$ cat config.mk
export PLATFORM = sky130hd
export DESIGN_NAME = fractal_pixel_scheduler
export DESIGN_NICKNAME = d
export VERILOG_FILES = /design/src/rtl/fractal_pixel_scheduler.sv
export SDC_FILE = /design/constraint.sdc
export NUM_CORES = 1
export LEC_CHECK = 0
export BUFFER_PORTS_ARGS = -buffer_cell sky130_fd_sc_hd__buf_4
export CORE_ASPECT_RATIO = 0.9
export CORE_MARGIN = 3
export CORE_UTILIZATION = 45
export CTS_CLUSTER_DIAMETER = 200
export DETAILED_ROUTE_END_ITERATION = 8
export PLACE_DENSITY_LB_ADDON = 0.25
export SKIP_LAST_GASP = 1
export SLEW_MARGIN = 20
export SYNTH_ARGS = -nofsm -noshare
export SYNTH_HDL_FRONTEND = slang
export SYNTH_SLANG_ARGS = --single-unit
$ cat constraint.sdc
create_clock -name out_stream_aclk -period 2.2 [get_ports out_stream_aclk]
set_input_delay 0.44 -clock out_stream_aclk [delete_from_list [all_inputs] [get_ports out_stream_aclk]]
set_output_delay 0.44 -clock out_stream_aclk [all_outputs]
set_load 0.02 [all_outputs]
$ cat src/rtl/fractal_pixel_scheduler.sv
// Raster-order pixel scheduler: hands (x,y) to N_CORES iteration engines round-robin
// and collects their counts in the same order into an AXI-Stream style pixel output.
module fractal_pixel_scheduler #(
    parameter int X_PIX   = 640,
    parameter int Y_PIX   = 480,
    parameter int N_CORES = 4,
    parameter int COORD_W = 10,
    parameter int ITER_W  = 8
) (
    input  logic                        out_stream_aclk,
    input  logic                        periph_resetn,
    input  logic                        enable,
    output logic [N_CORES-1:0]          core_req_valid,
    output logic [COORD_W-1:0]          core_req_x,
    output logic [COORD_W-1:0]          core_req_y,
    input  logic [N_CORES-1:0]          core_req_ready,
    input  logic [N_CORES-1:0]          core_res_valid,
    input  logic [N_CORES*ITER_W-1:0]   core_res_iter,
    output logic [N_CORES-1:0]          core_res_ready,
    output logic [ITER_W-1:0]           pix_tdata,
    output logic                        pix_tvalid,
    input  logic                        pix_tready,
    output logic                        pix_tuser,
    output logic                        pix_tlast,
    output logic                        busy,
    output logic                        frame_done
);

    localparam int PTR_W = (N_CORES > 1) ? $clog2(N_CORES) : 1;
    localparam logic [PTR_W-1:0]   PTR_LAST = PTR_W'(N_CORES - 1);
    localparam logic [COORD_W-1:0] X_LAST   = COORD_W'(X_PIX - 1);
    localparam logic [COORD_W-1:0] Y_LAST   = COORD_W'(Y_PIX - 1);

    typedef enum logic [1:0] {IDLE, RUN, DRAIN} state_t;

    state_t               state, state_nxt;
    logic [PTR_W-1:0]     dp, cp;
    logic [COORD_W-1:0]   dx, dy, ox, oy;
    logic [N_CORES-1:0]   inflight, inflight_set, inflight_clr;
    logic                 pix_eof;
    logic                 req_hs, res_hs, pix_acc, out_space, issue_last;

    function automatic logic [PTR_W-1:0] ptr_inc(input logic [PTR_W-1:0] p);
        return (p == PTR_LAST) ? '0 : p + 1'b1;
    endfunction

    assign out_space  = !pix_tvalid || pix_tready;
    assign req_hs     = (state == RUN) && !inflight[dp] && core_req_ready[dp];
    assign res_hs     = inflight[cp] && core_res_valid[cp] && out_space;
    assign pix_acc    = pix_tvalid && pix_tready;
    assign frame_done = pix_acc && pix_eof;
    assign issue_last = req_hs && (dx == X_LAST) && (dy == Y_LAST);

    assign core_req_x = dx;
    assign core_req_y = dy;
    assign busy       = (state != IDLE);

    // One request and one result port are live at a time: the pointers define raster order.
    always_comb begin
        core_req_valid = '0;
        core_res_ready = '0;
        inflight_set   = '0;
        inflight_clr   = '0;
        if (state == RUN)
            core_req_valid[dp] = !inflight[dp];
        core_res_ready[cp] = inflight[cp] && out_space;
        if (req_hs)
            inflight_set[dp] = 1'b1;
        if (res_hs)
            inflight_clr[cp] = 1'b1;
    end

    always_comb begin
        state_nxt = state;
        case (state)
            IDLE:    if (enable) state_nxt = RUN;
            RUN:     if (issue_last) state_nxt = DRAIN;
            DRAIN:   if (frame_done) state_nxt = enable ? RUN : IDLE;
            default: state_nxt = IDLE;
        endcase
    end

    always_ff @(posedge out_stream_aclk or negedge periph_resetn) begin
        if (!periph_resetn)
            state <= IDLE;
        else
            state <= state_nxt;
    end

    always_ff @(posedge out_stream_aclk or negedge periph_resetn) begin
        if (!periph_resetn) begin
            dp <= '0;
            dx <= '0;
            dy <= '0;
        end else if (frame_done) begin
            dp <= '0;
            dx <= '0;
            dy <= '0;
        end else if (req_hs) begin
            dp <= ptr_inc(dp);
            if (dx == X_LAST) begin
                dx <= '0;
                dy <= (dy == Y_LAST) ? '0 : dy + 1'b1;
            end else begin
                dx <= dx + 1'b1;
            end
        end
    end

    always_ff @(posedge out_stream_aclk or negedge periph_resetn) begin
        if (!periph_resetn) begin
            cp <= '0;
            ox <= '0;
            oy <= '0;
        end else if (frame_done) begin
            cp <= '0;
            ox <= '0;
            oy <= '0;
        end else if (res_hs) begin
            cp <= ptr_inc(cp);
            if (ox == X_LAST) begin
                ox <= '0;
                oy <= (oy == Y_LAST) ? '0 : oy + 1'b1;
            end else begin
                ox <= ox + 1'b1;
            end
        end
    end

    always_ff @(posedge out_stream_aclk or negedge periph_resetn) begin
        if (!periph_resetn)
            inflight <= '0;
        else
            inflight <= (inflight | inflight_set) & ~inflight_clr;
    end

    // Output register; pix_eof marks the frame's final pixel so frame_done fires on its accept.
    always_ff @(posedge out_stream_aclk or negedge periph_resetn) begin
        if (!periph_resetn) begin
            pix_tdata  <= '0;
            pix_tvalid <= 1'b0;
            pix_tuser  <= 1'b0;
            pix_tlast  <= 1'b0;
            pix_eof    <= 1'b0;
        end else if (res_hs) begin
            pix_tdata  <= core_res_iter[int'(cp)*ITER_W +: ITER_W];
            pix_tvalid <= 1'b1;
            pix_tuser  <= (ox == '0) && (oy == '0);
            pix_tlast  <= (ox == X_LAST);
            pix_eof    <= (ox == X_LAST) && (oy == Y_LAST);
        end else if (pix_acc) begin
            pix_tvalid <= 1'b0;
            pix_tuser  <= 1'b0;
            pix_tlast  <= 1'b0;
            pix_eof    <= 1'b0;
        end
    end

endmodule

# Yosys cells after proc, flatten, opt, wreduce, memory -nomap -nowiden
# Index checks and enable logic that the tools add are counted.
# Widths: inputs -> output; s select.
# totals
inputBits,44
elab_cells,113
ff_bits,62
output_inout_bits,41
# classes
bitwise_logic,5
n_shift,1
n_lt_le_gt_ge,4
addsub,6
mux,45
eq_ne,11
reduce_logical,28
# op_table
operator,n
$mux 10,14
$add 10x1->10 const B,4
$shiftx 32x6->8,1
$eq 10x10->1 const B,2
$eq 10x9->1 const B,2
$logic_not 10->1,2
$mux 2,9
$logic_and 1x1->1,13
$and 4x4->4,3
$mux 1,12
$mux 4,3
$reduce_bool 2->1,6
$bmux 1 s2,4
$eq 2x2->1 const B,3
$lt 2x3->1 const B,2
$ne 2x2->1 const B,3
$pmux 2 s3,1
$add 2x1->2 const B,2
$demux 1 s2,2
$ge 2x1->1 const B,2
$not 4->4,1
$or 4x4->4,1
$reduce_and 2->1,2
$reduce_and 3->1,1
4 further kinds,5

# Depth between registers and ports, before layout
# depth
word_depth,9
ltp_mapped,8
mapped_depth_nobuf,7

# Least setup slack after synthesis
# No wires, ideal clock.
# synth_path
path_kind,register to register
startpoint,"reg dx[0], in the netlist core_req_x[0]"
endpoint,"reg dy[8], in the netlist core_req_y[8]"
required_time_ns,2.078
arrival_time_ns,2.035
setup_ns,0.122
path_buffers,1
synth_period_minus_slack_ns,2.156
setup_slack_ns,0.044
stages_incl_launch_ff,8
path_cell_list,dfrtp_1 -> ha_1 -> and4_4 -> and4_1 -> buf_4 -> nand3_2 -> or4_1 -> a32o_1
# synth_via
elab_chain_len,3
# synth_rtl
item,line,text
"start, declared",38,"logic [COORD_W-1:0] dx, dy, ox, oy;"
"start signal, assigned",105,dx <= dx + 1'b1;
$eq 10x10->1,101,if (dx == X_LAST) begin
$reduce_bool 2->1 (no line),n/a,
$reduce_and 2->1 (no line),n/a,
"end signal, assigned",103,dy <= (dy == Y_LAST) ? '0 : dy + 1'b1;
"end, declared",38,
# Every way passes these cells.
# A chain may end at the register's enable or synchronous reset.

# Worst setup path after layout
# layout_path
startpoint,reg state[0]
endpoint,out core_req_valid[1]
# layout_via
elab_chain_len,2
# layout_rtl
item,line,text
"start, declared",36,"state_t state, state_nxt;"
"start signal, assigned",87,state <= state_nxt;
$eq 2x1->1,64,if (state == RUN)
$mux 4,64,
"end, declared",13,"output logic [N_CORES-1:0] core_req_valid,"
# Every way passes these cells.

==> run summary <==
## Logic synthesis
• share of synthesized cell area in full adder, half adder and majority cells: 4.614%
• post-synth design cell area: 0.003796 mm²
• fraction of synthesized area in multiplexers: 8.504%
• Net Count, Synth: 466
• share of synthesized registers carrying an async set or reset: 100.0%
• Synth warnings: 0
• number of distinct standard cells referenced by the synthesized netlist: 60
• post-synthesis register bit count: 62
• Post-synth EDFFs: 0
• most used flip-flop cell after synthesis: dfrtp_1
• combinational family with the most area after synthesis: simple AND/OR/NAND/NOR gates
• simple logic cell fraction of the synthesized area: 28.21%
• sequential share of the synthesized area: 40.87%
• Yosys top cell area share: 40.87%
• largest area contributor in the synthesized netlist: dfrtp_1
• xor and xnor fraction of the mapped netlist area: 2.076%
• Mean Syn Cell Area: 9.304 µm²
• Gate Count Post-Synth: 408
• biggest area contributors in the synthesized netlist: dfrtp_1 41%, mux4_2 7.1%, nand2_1 6.6%
• compound-gate portion of the synthesized area: 12.16%

## Global route
• vias in the first global route: 3,345
• largest net degree at the start of global routing: 63
• residual overflow from global routing: 0
• Tot GR Track Use: 21.42%
• number of antenna violations at the first check in global routing: 0
• first-pass GRT wire length: 16.35 mm

## Placed design
• Routability Congestion: 0.8647
• Post-DP Area: 0.004649 mm²
• placed wire-length estimate: 7.029 mm
• total of buffers placed on input and output ports: 84

## Timing
• transition time of the tightest slew-check pin: 772.5 ps
• clock period minus final worst setup slack: 2117 ps
• unrepaired setup endpoints after global routing: true
• number of max-slew violations in the final report: 0
• clock skew after layout: 6.913 ps
• maximum clock frequency: 0.4724 GHz
• Hold Violations, Final: 0
• worst hold slack: 165.4 ps
• Final setup viols: 0
• Slew HR: 48.50%
• share of the clock period used by the worst path: 96.22%

## Clock network
• CTS tree: yes
• number of hold buffers added after CTS: 0
• later-pin clock latency in the skew report: 340 ps
• count of H-tree levels built during CTS: 3
• root buffer selected by CTS: clkbuf_8
• buffers from clock root to sink, at most: 2
• total CTS buffers: 9
• Reg clk slew, reported paths: 70 ps
• count of clock tree sinks: 62

## Drt
• final wirelength: 9.694 mm
• remaining design rule violation count: 0
• number of iterations in the first detailed-routing pass: 5
• count of nets left with antenna violations after detail routing: 0
• total via count in the routed design: 3,552
• post-detailed-route via-to-cell ratio: 5.776
• final routed wire length divided by cell count: 15.76 µm
• initial drt markers: 192

## Worst hold path
• hold crit path type: input pin to async pin

## Power and ir drop
• Net Switching: 0.002031 W
• share of power burned in registers: 30.7%
• clock group share of total power: 21.5%
• logic gate share of total power: 47.9%
• largest vdd supply drop: 796.5 µV
• Lkg Pwr: 2.298 nW
• internal power component: 0.003247 W
• Power Density: 1070 mW/mm²
• switching fraction of total power: 38.48%

## Worst setup path
• critical path startpoint category: flop
• startpoint-to-endpoint class of the critical path: flop to primary output
• CP endpoint kind: primary output
• count of cells along the worst register-to-register path: 6
• critical path required time: 1760 ps
• highest net fanout along the worst path: 5
• data arrival time of the critical path: 1680 ps

## Flow run
• max cap viols: 0

## Floorplanning
• placeable core region: 0.008107 mm²
• full die area: 0.009576 mm²
• row cnt: 31
• I/O Pins: 85
• height of the chip: 93.14 µm
• horizontal die dimension: 102.8 µm
• Starting Density: 46.83%

## Finish
• finished layout cell area: 0.004935 mm²
• number of diodes added for antenna fixing: 0
• leading cell type in the layout, fill and taps excluded: buf_4
• commonest cells after routing, fill and taps aside: 111 x buf_4, 67 x nand2_1, 61 x dfrtp_1
• area overhead of the layout relative to synthesis: 29.99%
• filler instances: 690
• Final #Nets: 570
• fraction of layout instances using a drive strength above 1: 30.81%

## Status
• result of the run: finished, final reports clean

==> worst paths after layout <==
path / startpoint / endpoint / slack, ps
setup / recovery: state[0] / core_req_valid[1] / 80
hold reg to reg: pix_tdata[4] / pix_tdata[4] / 480
setup reg to reg: state[0] / core_req_y[8] / 100
max in group asynchronous: periph_resetn / cp[0] / 1470
min in group out_stream_aclk: enable / state[0] / 340
hold / removal: periph_resetn / core_req_y[3] / 170
==> repair_timing <==
item	in CTS	in global routing
setup endpoints to repair	4	10
setup buffers	2	4
resized for setup	1	4
pin swaps	1	1
cloned	0	0
==> cell usage after synthesis, drive strengths merged, types with 8 or more instances <==
library cell  instances
nand2                67
dfrtp                62
a21oi                34
nor2                 27
nand3                20
ha                   14
nand4                14
and2                 13
mux4                 12
o21ai                12
clkbuf               11
inv                  11
buf                  10
nor3                 10
and3                  9
or3                   8
==> routing by layer <==
| metal | routed length [µm] | GRT usage (%) | vias up |
|---|---|---|---|
| met2 | 4546 | 31.56 | 120 |
| met1 | 4457 | 31.75 | 1725 |
| li1 | - | - | 1700 |
| met4 | 74 | 4.207 | 0 |
| met3 | 615 | 5.891 | 7 |
| met5 | 0 | 0 | - |
==> cell type report <==
cell class | count | area [µm²] | area share [%]
timing repair buffer | 114 | 875.8 | 17.75
clock buffer | 11 | 151.4 | 3.068
sequential | 62 | 1553 | 31.47
tap | 99 | 123.9 | 2.510
clock inverter | 4 | 70.07 | 1.420
inverter | 11 | 41.29 | 0.8367
multi-input combinational | 314 | 2120 | 42.95
==> through the flow <==
step	TNS (ps)	utilization, %	worst slack [ps]	cells	total power (W)
after detailed placement	0	57.35	130.4	594	0.004004
after global placement	0	57.35	190.3	594	0.003966
after CTS	0	60.32	5.051	611	0.005210
after global routing	-64.04	60.87	-21.83	615	0.005662
final	0	60.87	83.10	615	0.005278
after floorplan	0	-	43.68	408	0.003112
==> flip-flops by register name (all words and copies together), names as in the netlist, 4 cells and up <==
name        count
oy             10
core_req_x     10
inflight        4
ox             10
pix_tdata       8
core_req_y     10
==> critical path, stage by stage (launching register included) <==
cell and delay (ps):
dfrtp_1 420, or3b_4 410, o22ai_4 120, buf_6 130
and2_1 120, buf_4 140
==> cell families after synthesis <==
group	count (synthesis)
simple gates	200
compound gates	74
mux	17
xor+xnor	9
buf+inv	32
fa+ha+maj	14
flops	62
==> power by group through the flow <==
| stage | Combinational (W) | Sequential, W | Clock [W] |
|---|---|---|---|
| after detailed placement | 0.00237 | 0.00164 | 0 |
| after floorplan | 0.00134 | 0.00177 | 0 |
| after global placement | 0.00233 | 0.00164 | 0 |
| after global routing | 0.00279 | 0.00166 | 0.00121 |
| final | 0.00253 | 0.00162 | 0.00113 |
| after CTS | 0.00244 | 0.00161 | 0.00116 |
Note: power is estimated with default switching activity, not from simulation.
